**src/rtl/leosoc_spi_pkg.sv**
```systemverilog
// Shared definitions for the SPI pad-group arbiter: FSM states and default timing.
package leosoc_spi_pkg;

    typedef enum logic [2:0] {
        IDLE,
        SETUP,
        SHIFT,
        NEXT,
        RELEASE
    } arb_state_e;

    localparam int DEFAULT_HALF   = 2;
    localparam int DEFAULT_CS_GAP = 4;

endpackage

```
**src/rtl/spi_byte_shifter.sv**
```systemverilog
// Mode-0 byte serialiser: MSB first, sdi sampled as sck rises, sdo updated as sck falls.
module spi_byte_shifter #(
    parameter int HALF = 2
) (
    input  logic       clk,
    input  logic       reset_n,
    input  logic       start_i,
    input  logic [7:0] data_i,
    input  logic       sdi_i,
    output logic       sck_o,
    output logic       sdo_o,
    output logic       done_o,
    output logic [7:0] rx_o
);

    localparam int HW = $clog2(HALF + 1);

    logic          active_q;
    logic          sck_q;
    logic          sdo_q;
    logic          done_q;
    logic [7:0]    tx_q;
    logic [7:0]    rx_q;
    logic [HW-1:0] hcnt_q;
    logic [2:0]    bit_q;

    always_ff @(posedge clk or negedge reset_n) begin
        if (!reset_n) begin
            active_q <= 1'b0;
            sck_q    <= 1'b0;
            sdo_q    <= 1'b0;
            done_q   <= 1'b0;
            tx_q     <= '0;
            rx_q     <= '0;
            hcnt_q   <= '0;
            bit_q    <= '0;
        end else begin
            done_q <= 1'b0;
            if (start_i) begin
                // bit 7 is on sdo for the whole setup half-period
                active_q <= 1'b1;
                tx_q     <= data_i;
                sdo_q    <= data_i[7];
                sck_q    <= 1'b0;
                hcnt_q   <= '0;
                bit_q    <= '0;
            end else if (active_q) begin
                if (hcnt_q == HW'(HALF - 1)) begin
                    hcnt_q <= '0;
                    sck_q  <= ~sck_q;
                    if (!sck_q) begin
                        rx_q <= {rx_q[6:0], sdi_i};
                    end else begin
                        tx_q  <= {tx_q[6:0], 1'b0};
                        sdo_q <= tx_q[6];
                        bit_q <= bit_q + 3'd1;
                        if (bit_q == 3'd7) begin
                            active_q <= 1'b0;
                            done_q   <= 1'b1;
                        end
                    end
                end else begin
                    hcnt_q <= hcnt_q + HW'(1);
                end
            end
        end
    end

    assign sck_o  = sck_q;
    assign sdo_o  = sdo_q;
    assign done_o = done_q;
    assign rx_o   = rx_q;

endmodule

```
**src/rtl/spi_bus_arbiter.sv**
```systemverilog
// Round-robin owner of the SPI pad group; cs stays low across the owner's whole transaction.
module spi_bus_arbiter
    import leosoc_spi_pkg::*;
#(
    parameter int NREQ   = 2,
    parameter int HALF   = DEFAULT_HALF,
    parameter int CS_GAP = DEFAULT_CS_GAP
) (
    input  logic              clk,
    input  logic              reset_n,
    input  logic [NREQ-1:0]   req_valid,
    input  logic [8*NREQ-1:0] req_data,
    input  logic [NREQ-1:0]   req_last,
    output logic [NREQ-1:0]   req_ready,
    output logic [NREQ-1:0]   rsp_valid,
    output logic [7:0]        rsp_data,
    output logic              busy,
    output logic              sck,
    output logic              sdo,
    input  logic              sdi,
    output logic              cs
);

    localparam int PW = $clog2(NREQ);
    localparam int GW = $clog2(CS_GAP + 1);

    arb_state_e    state_q;
    logic [PW-1:0] p_q;
    logic [PW-1:0] owner_q;
    logic          last_q;
    logic          cs_q;
    logic [GW-1:0] gap_q;

    logic            gnt_found;
    logic [PW-1:0]   gnt_idx;
    logic [PW-1:0]   sel_idx;
    logic [NREQ-1:0] own_oh;
    logic            own_take;
    logic            accept;
    logic            sh_done;
    logic            sh_sck;
    logic [7:0]      sh_rx;

    always_comb begin
        gnt_found = 1'b0;
        gnt_idx   = '0;
        for (int k = 0; k < NREQ; k++) begin
            if (!gnt_found && req_valid[(int'(p_q) + k) % NREQ]) begin
                gnt_found = 1'b1;
                gnt_idx   = PW'((int'(p_q) + k) % NREQ);
            end
        end
    end

    assign own_oh = NREQ'(1) << owner_q;
    // the response cycle doubles as acceptance of the owner's next byte
    assign own_take = req_valid[owner_q] &&
                      (state_q == NEXT || (state_q == SHIFT && sh_done && !last_q));

    always_comb begin
        req_ready = '0;
        if (reset_n) begin
            if (state_q == IDLE && gnt_found)
                req_ready = NREQ'(1) << gnt_idx;
            else if (own_take)
                req_ready = own_oh;
        end
    end

    assign accept  = |req_ready;
    assign sel_idx = (state_q == IDLE) ? gnt_idx : owner_q;

    always_ff @(posedge clk or negedge reset_n) begin
        if (!reset_n) begin
            state_q <= IDLE;
            p_q     <= '0;
            owner_q <= '0;
            last_q  <= 1'b0;
            cs_q    <= 1'b1;
            gap_q   <= '0;
        end else begin
            case (state_q)
                IDLE: if (accept) begin
                    owner_q <= gnt_idx;
                    p_q     <= PW'((int'(gnt_idx) + 1) % NREQ);
                    last_q  <= req_last[gnt_idx];
                    cs_q    <= 1'b0;
                    state_q <= SETUP;
                end
                SETUP: if (sh_sck) state_q <= SHIFT;
                SHIFT: if (sh_done) begin
                    if (last_q) begin
                        cs_q    <= 1'b1;
                        gap_q   <= '0;
                        state_q <= RELEASE;
                    end else if (accept) begin
                        last_q  <= req_last[owner_q];
                        state_q <= SETUP;
                    end else begin
                        state_q <= NEXT;
                    end
                end
                NEXT: if (accept) begin
                    last_q  <= req_last[owner_q];
                    state_q <= SETUP;
                end
                RELEASE: begin
                    if (gap_q == GW'(CS_GAP - 1)) state_q <= IDLE;
                    else                          gap_q   <= gap_q + GW'(1);
                end
                default: state_q <= IDLE;
            endcase
        end
    end

    spi_byte_shifter #(.HALF(HALF)) u_shifter (
        .clk     (clk),
        .reset_n (reset_n),
        .start_i (accept),
        .data_i  (req_data[{sel_idx, 3'b000} +: 8]),
        .sdi_i   (sdi),
        .sck_o   (sh_sck),
        .sdo_o   (sdo),
        .done_o  (sh_done),
        .rx_o    (sh_rx)
    );

    assign rsp_valid = sh_done ? own_oh : '0;
    assign rsp_data  = sh_rx;
    assign sck       = sh_sck;
    assign cs        = cs_q;
    assign busy      = (state_q != IDLE);

endmodule

```
**config.mk**
```make
export PLATFORM = sky130hd
export DESIGN_NAME = spi_bus_arbiter
export DESIGN_NICKNAME = d
export VERILOG_FILES = /design/src/rtl/leosoc_spi_pkg.sv /design/src/rtl/spi_byte_shifter.sv /design/src/rtl/spi_bus_arbiter.sv
export SDC_FILE = /design/constraint.sdc
export NUM_CORES = 1
export LEC_CHECK = 0
export ABC_AREA = 1
export CAP_MARGIN = 20
export CORE_ASPECT_RATIO = 1.1
export CORE_MARGIN = 2
export CORE_UTILIZATION = 61
export DETAILED_ROUTE_END_ITERATION = 7
export DONT_BUFFER_PORTS = 1
export GPL_TIMING_DRIVEN = 0
export HOLD_SLACK_MARGIN = 0.03
export PLACE_DENSITY = 0.75
export SYNTH_ARGS = -nofsm -noshare
export SYNTH_HDL_FRONTEND = slang
export SYNTH_SLANG_ARGS = --single-unit
```
**constraint.sdc**
```tcl
create_clock -name clk -period 2.5 [get_ports clk]
set_clock_uncertainty 0.15 [all_clocks]
set_input_delay 0.5 -clock clk [delete_from_list [all_inputs] [get_ports clk]]
set_output_delay 0.5 -clock clk [all_outputs]
set_load 0.01 [all_outputs]
```
# After elaboration in Yosys (flattened, before gate mapping)
# Cells that the tools add are included.
# op_classes
add_sub_neg	5
bitwise_logic	3
shift	3
n_mux	69
n_lt_le_gt_ge	4
n_reduce_logical	26
eq_ne	15
# ops
operator	count
1-bit 2-to-1 mux	41
3-bit 2-to-1 mux	12
7-bit 2-to-1 mux	4
4-bit AND reduction	5
2-bit 2-to-1 mux	8
16-bit by 5-bit variable part select with 8-bit output	1
3-bit one-hot mux with 4 select lines	1
2-bit inequality test (second input constant)	5
2-bit nonzero test	5
3-bit by 2-bit == test with 1-bit output (second input constant)	3
3-bit by 1-bit adder with 3-bit output (second input constant)	2
3-bit == test (second input constant)	2
1-bit by 2-bit < comparator with 1-bit output (second input constant)	3
2-bit by 1-bit inequality test with 1-bit output (second input constant)	3
3-bit one-hot mux with 2 select lines	1
3-bit nonzero test	2
1-bit logical AND	5
2-bit AND reduction	2
2-bit OR reduction	2
1-bit by 1-bit << shifter with 2-bit output (first input constant)	2
3-bit by 1-bit == test with 1-bit output (second input constant)	1
3-bit logical NOT	1
2-bit by 3-bit < comparator with 1-bit output (second input constant)	1
1-bit one-hot mux with 3 select lines	1
other kinds (9)	12
# totals
output_inout_bits	16
in_bits	23
elab_cells	139
ff_bits	34

# Logic depth before layout (Yosys ltp)
# logic_depth
ltp_word	15
mapped_depth	15
mapped_depth_nobuf	14

# Hierarchy
# A second synthesis with hierarchy kept.
# unflattened
cells_unflattened	248
hier_area_um2	1968.1
# modules_own_cells
module	instances	cells_per_inst	area_each_um2
spi_byte_shifter	1	136	1154.9
spi_bus_arbiter	1	112	813.3

# Worst setup path after synthesis
# No wires, ideal clock.
# synth_timing
path_kind	input to register
start	input req_valid[0]
end	register u_shifter.tx_q[6]
path_slack_ns	0.556
path_stages	12
arrival_time_ns	1.677
setup_ns	0.117
cell_sequence	inv_1 > o21ai_0 > inv_1 > nor2_2 > nor2_1 > nand2_2 > nand2_4 > a21oi_4 > inv_2 > buf_6 > nand2_1 > o21ai_2
# synth_via
elab_chain_len	12
word_cells_on_any_way	27
classes_between	shift (2); mux (16); reduce/logical (9)
# synth_rtl
element	line	text
from (decl)	spi_bus_arbiter.sv:11	input logic [NREQ-1:0] req_valid,
parallel branches: the longest is 12 deep, another holds 16-bit by 5-bit variable part select with 8-bit output	--	
to (signal assigned)	spi_byte_shifter.sv:42	tx_q <= data_i;
to (signal assigned)	spi_byte_shifter.sv:54	tx_q <= {tx_q[6:0], 1'b0};
to (decl)	spi_byte_shifter.sv:22	logic [7:0] tx_q;
# Parallel ways; which one is timed is not known. The select of a mux whose other input is x is not followed.
# A chain may end at the register's enable or synchronous reset.

# Worst setup path in the final report
# layout_timing
start	register state_q[0]
end	output req_ready[0]
# layout_via
elab_chain_len	8
word_cells_on_any_way	11
classes_between	eq/ne (2); mux (3); reduce/logical (6)
# layout_rtl
element	line	text
from (decl)	spi_bus_arbiter.sv:27	arb_state_e state_q;
from (signal assigned)	spi_bus_arbiter.sv:75	state_q <= IDLE;
from (signal assigned)	spi_bus_arbiter.sv:88	state_q <= SETUP;
from (signal assigned)	spi_bus_arbiter.sv:90	SETUP: if (sh_sck) state_q <= SHIFT;
3-bit by 2-bit == test with 1-bit output	spi_bus_arbiter.sv:58	(state_q == NEXT || (state_q == SHIFT && sh_done && !last_q));
1-bit logical AND (2 in series)	spi_bus_arbiter.sv:58	
1-bit logical OR	spi_bus_arbiter.sv:58	
1-bit logical AND	spi_bus_arbiter.sv:57	assign own_take = req_valid[owner_q] &&
2-bit 2-to-1 mux	spi_bus_arbiter.sv:65	else if (own_take)
2-bit 2-to-1 mux *	spi_bus_arbiter.sv:63	if (state_q == IDLE && gnt_found)
2-bit 2-to-1 mux *	spi_bus_arbiter.sv:62	if (reset_n) begin
to (decl)	spi_bus_arbiter.sv:14	output logic [NREQ-1:0] req_ready,
# Mark *: on every way between the ends. The rest lies on a longest branch, timed or not.

==> out/summary.txt <==
Status: finished, final reports clean
Switch Pwr: 1.165 mW
Area post-placement: 0.001942 mm2
Worst path cell trace: inv_2, nand3_4, inv_2, nand2_2, nor2_2, inv_1, nand2_1, nand2_2, inv_1
Hold Vio Cnt, Final: 0
WHS: 146.8 ps
Post-CTS Resized: 0
Clock buffer depth: 2
CP Buf/Inv Count: 4
Max stage delay on crit path: 440 ps
Peak Freq: 445.8 MHz
Setup Fix Bufs, Post-CTS: 0
Final setup margin: 256.7 ps
Combinational Power Share: 46.3%
Worst slew margin: 69.17%
Worst slack, placed: 323.8 ps
Fin area: 0.002083 mm2
Total power: 2.661 mW
DR vias/cell: 5.258
Routed Wire Length: 3553 um
Post-DP HPWL: 2544 um
Gpl congestion: 0.7571
Cell Pwr Density: 1277 mW/mm2
Commonest non-fill, non-tap cell in the layout: nand2_1
Avg Synthesized Cell Area: 7.478 um2
Max-cap violation count: 0
Total number of H-tree levels: 2
Mapped Cells: 254
Area of the multi-input gates: 860.8 um2
Most frequent cells in the layout: nand2_1, inv_1, dfrtp_1, o21ai_0, nor2_1
Delay-heaviest family, CP: simple AND/OR/NAND/NOR gates
Final setup violation count: 0
Die W: 57.21 um
Max-slew violations: 0
Placed Instances: 288
Clk network pwr share: 19.8%
Final ANT Viol Nets: 0
Drt pass-1 iters: 4
Inserted Clock Buffers: 5
Yosys warns: 0
CP endpoint kind: output port
Clk sinks: 34
Int Power: 1.496 mW
Vias in the first global route: 1490
Worst Setup Start Kind: flop
CP max stage cell: dfrtp_1
CTS Hold Buffers Added: 2
Max VDD drop: 0.0008143 V
N_diodes: 0
Initial core utilization: 62.86%
Sequential power share: 33.9%
R2r worst-path depth: 13
Mapped Area: 0.001899 mm2
Final global-route overflow total: 0
Instance count on the critical path: 9
CTS root buf: clkbuf_4
Placement Rows: 21
Fill cells: 265
Beginning of the critical path: state_q[0]
Reg-to-reg critical path endpoint: u_shifter.tx_q[6]
Synthesized Nets: 281
# IOs: 39
Die H: 62.53 um
# DRC: 0
Sequential fraction of the synthesis area: 44.86%
CTS tree: yes
Post-layout nets: 290
Total track usage: 22.59%
DR WL/cell: 11.92 um
Area grow syn2layout: 9.684%
Layout cells sized above 1: 14.02%
Hold crit path type: primary input to flop
Post-synth cell types: 29
Largest net degree at the start of global routing: 35
I/O Buffers: 0
Worst-Margin Slew: 459.4 ps
Core area: 0.003022 mm2
Layout Cells excl Fill: 298
Worst endpoint required time: 1850 ps
Register-to-register setup slack: 410 ps
Initial antenna violation count: 0
Final min period: 2243 ps
Crit path max fanout: 6
RSZ-0062 raised after global routing: false
Setup TNS: 0 ps
Crit path DAT: 1590 ps
Switching share of power: 43.78%
Via count: 1567
DRT iter0 DRCs: 64
LEAKAGE: 1.149 nW
Clock-pin slew on the worst setup and hold paths: 110 ps
Worst reg2reg path startpoint: state_q[0]
Register area: 852.1 um2
Finished Core Util: 68.94%
Critical path class: flop to output port
Die area: 0.003577 mm2
Synth Register Bits: 34
First-pass GRT wire length: 6320 um
Crit path to: req_ready[0]
Clk Latency, worst-skew pair: 340 ps
Fraction of the cycle the final worst path needs: 89.73%
per-layer routing:
metal	up-vias	GRT usage [%]	wire length [um]
li1	810	-	-
met1	721	27.98	1576
met2	28	37.64	1782
met3	8	4.555	121
met4	0	10.17	72
met5	-	0	0
cells in the mapped netlist:
library cell / number / area (um2)
clkbuf_1: 1 / 3.750
nand2_2: 4 / 25.02
nor3_1: 4 / 20.02
nor2_4: 1 / 11.26
o21a_1: 1 / 7.510
dfstp_2: 1 / 26.28
o21ai_1: 2 / 10.01
nand3_4: 1 / 17.52
a21oi_4: 1 / 16.27
dfrtp_1: 33 / 825.8
nor2_2: 2 / 12.51
o211ai_1: 1 / 7.510
nand3b_1: 1 / 7.510
nand2_4: 1 / 11.26
nand4_1: 2 / 12.51
a21oi_1: 1 / 5.000
ha_1: 4 / 50.05
buf_2: 2 / 10.01
o21ai_2: 7 / 61.31
buf_6: 1 / 11.26
o21ai_0: 20 / 100.1
nand3_1: 13 / 65.06
inv_1: 35 / 131.4
nor2_1: 18 / 67.56
nand2_1: 87 / 326.6
o22ai_1: 1 / 6.260
buf_4: 1 / 7.510
mux2i_1: 2 / 20.02
inv_2: 6 / 22.52
worst min path at each step:
| stage | from | end | cells past startpoint |
|---|---|---|---|
| 4_1_cts | sdi | u_shifter.rx_o[0] | 2 |
| 3_5_place_dp | reset_n | owner_q | 0 |
| 3_3_place_gp | reset_n | owner_q | 0 |
| 5_1_grt | sdi | u_shifter.rx_o[0] | 2 |
| 2_1_floorplan | reset_n | gap_q[0] | 0 |
| 6_report | sdi | u_shifter.rx_o[0] | 2 |
cells by family after synthesis:
logic type / after synthesis / synth area share [%]
AO/OA/AOI/OAI: 34 / 11.27
adder cells (fa/ha/maj): 4 / 2.635
buffers and inverters: 46 / 9.816
flip-flops: 34 / 44.86
multiplexers: 2 / 1.054
AND/OR/NAND/NOR: 134 / 30.37
power groups by stage:
stage | combinational [mW] | sequential, mW | clock, mW
after global placement | 1.18 | 0.910 | 0
after detailed placement | 1.22 | 0.915 | 0
after global routing | 1.44 | 0.923 | 0.558
after floorplan | 1.00 | 0.884 | 0
after CTS | 1.24 | 0.904 | 0.537
final | 1.23 | 0.901 | 0.528
cell type report:
| type | count | share of cell area (%) |
|---|---|---|
| clock buffers | 6 | 2.462 |
| plain buffers | 5 | 1.562 |
| multi-input cells | 174 | 41.32 |
| well taps | 34 | 2.042 |
| inverters | 41 | 7.387 |
| clock inverters | 2 | 2.883 |
| flip-flops and latches | 34 | 40.90 |
| repair buffers | 2 | 1.441 |
sequential cells by signal (all words and copies together), names as in the netlist, 2 cells and up:
register,cells
u_shifter.rx_o,8
u_shifter.hcnt_q,2
gap_q,3
state_q,3
u_shifter.bit_q,3
u_shifter.tx_q,7
No activity file was read; power rests on OpenSTA's default activity.
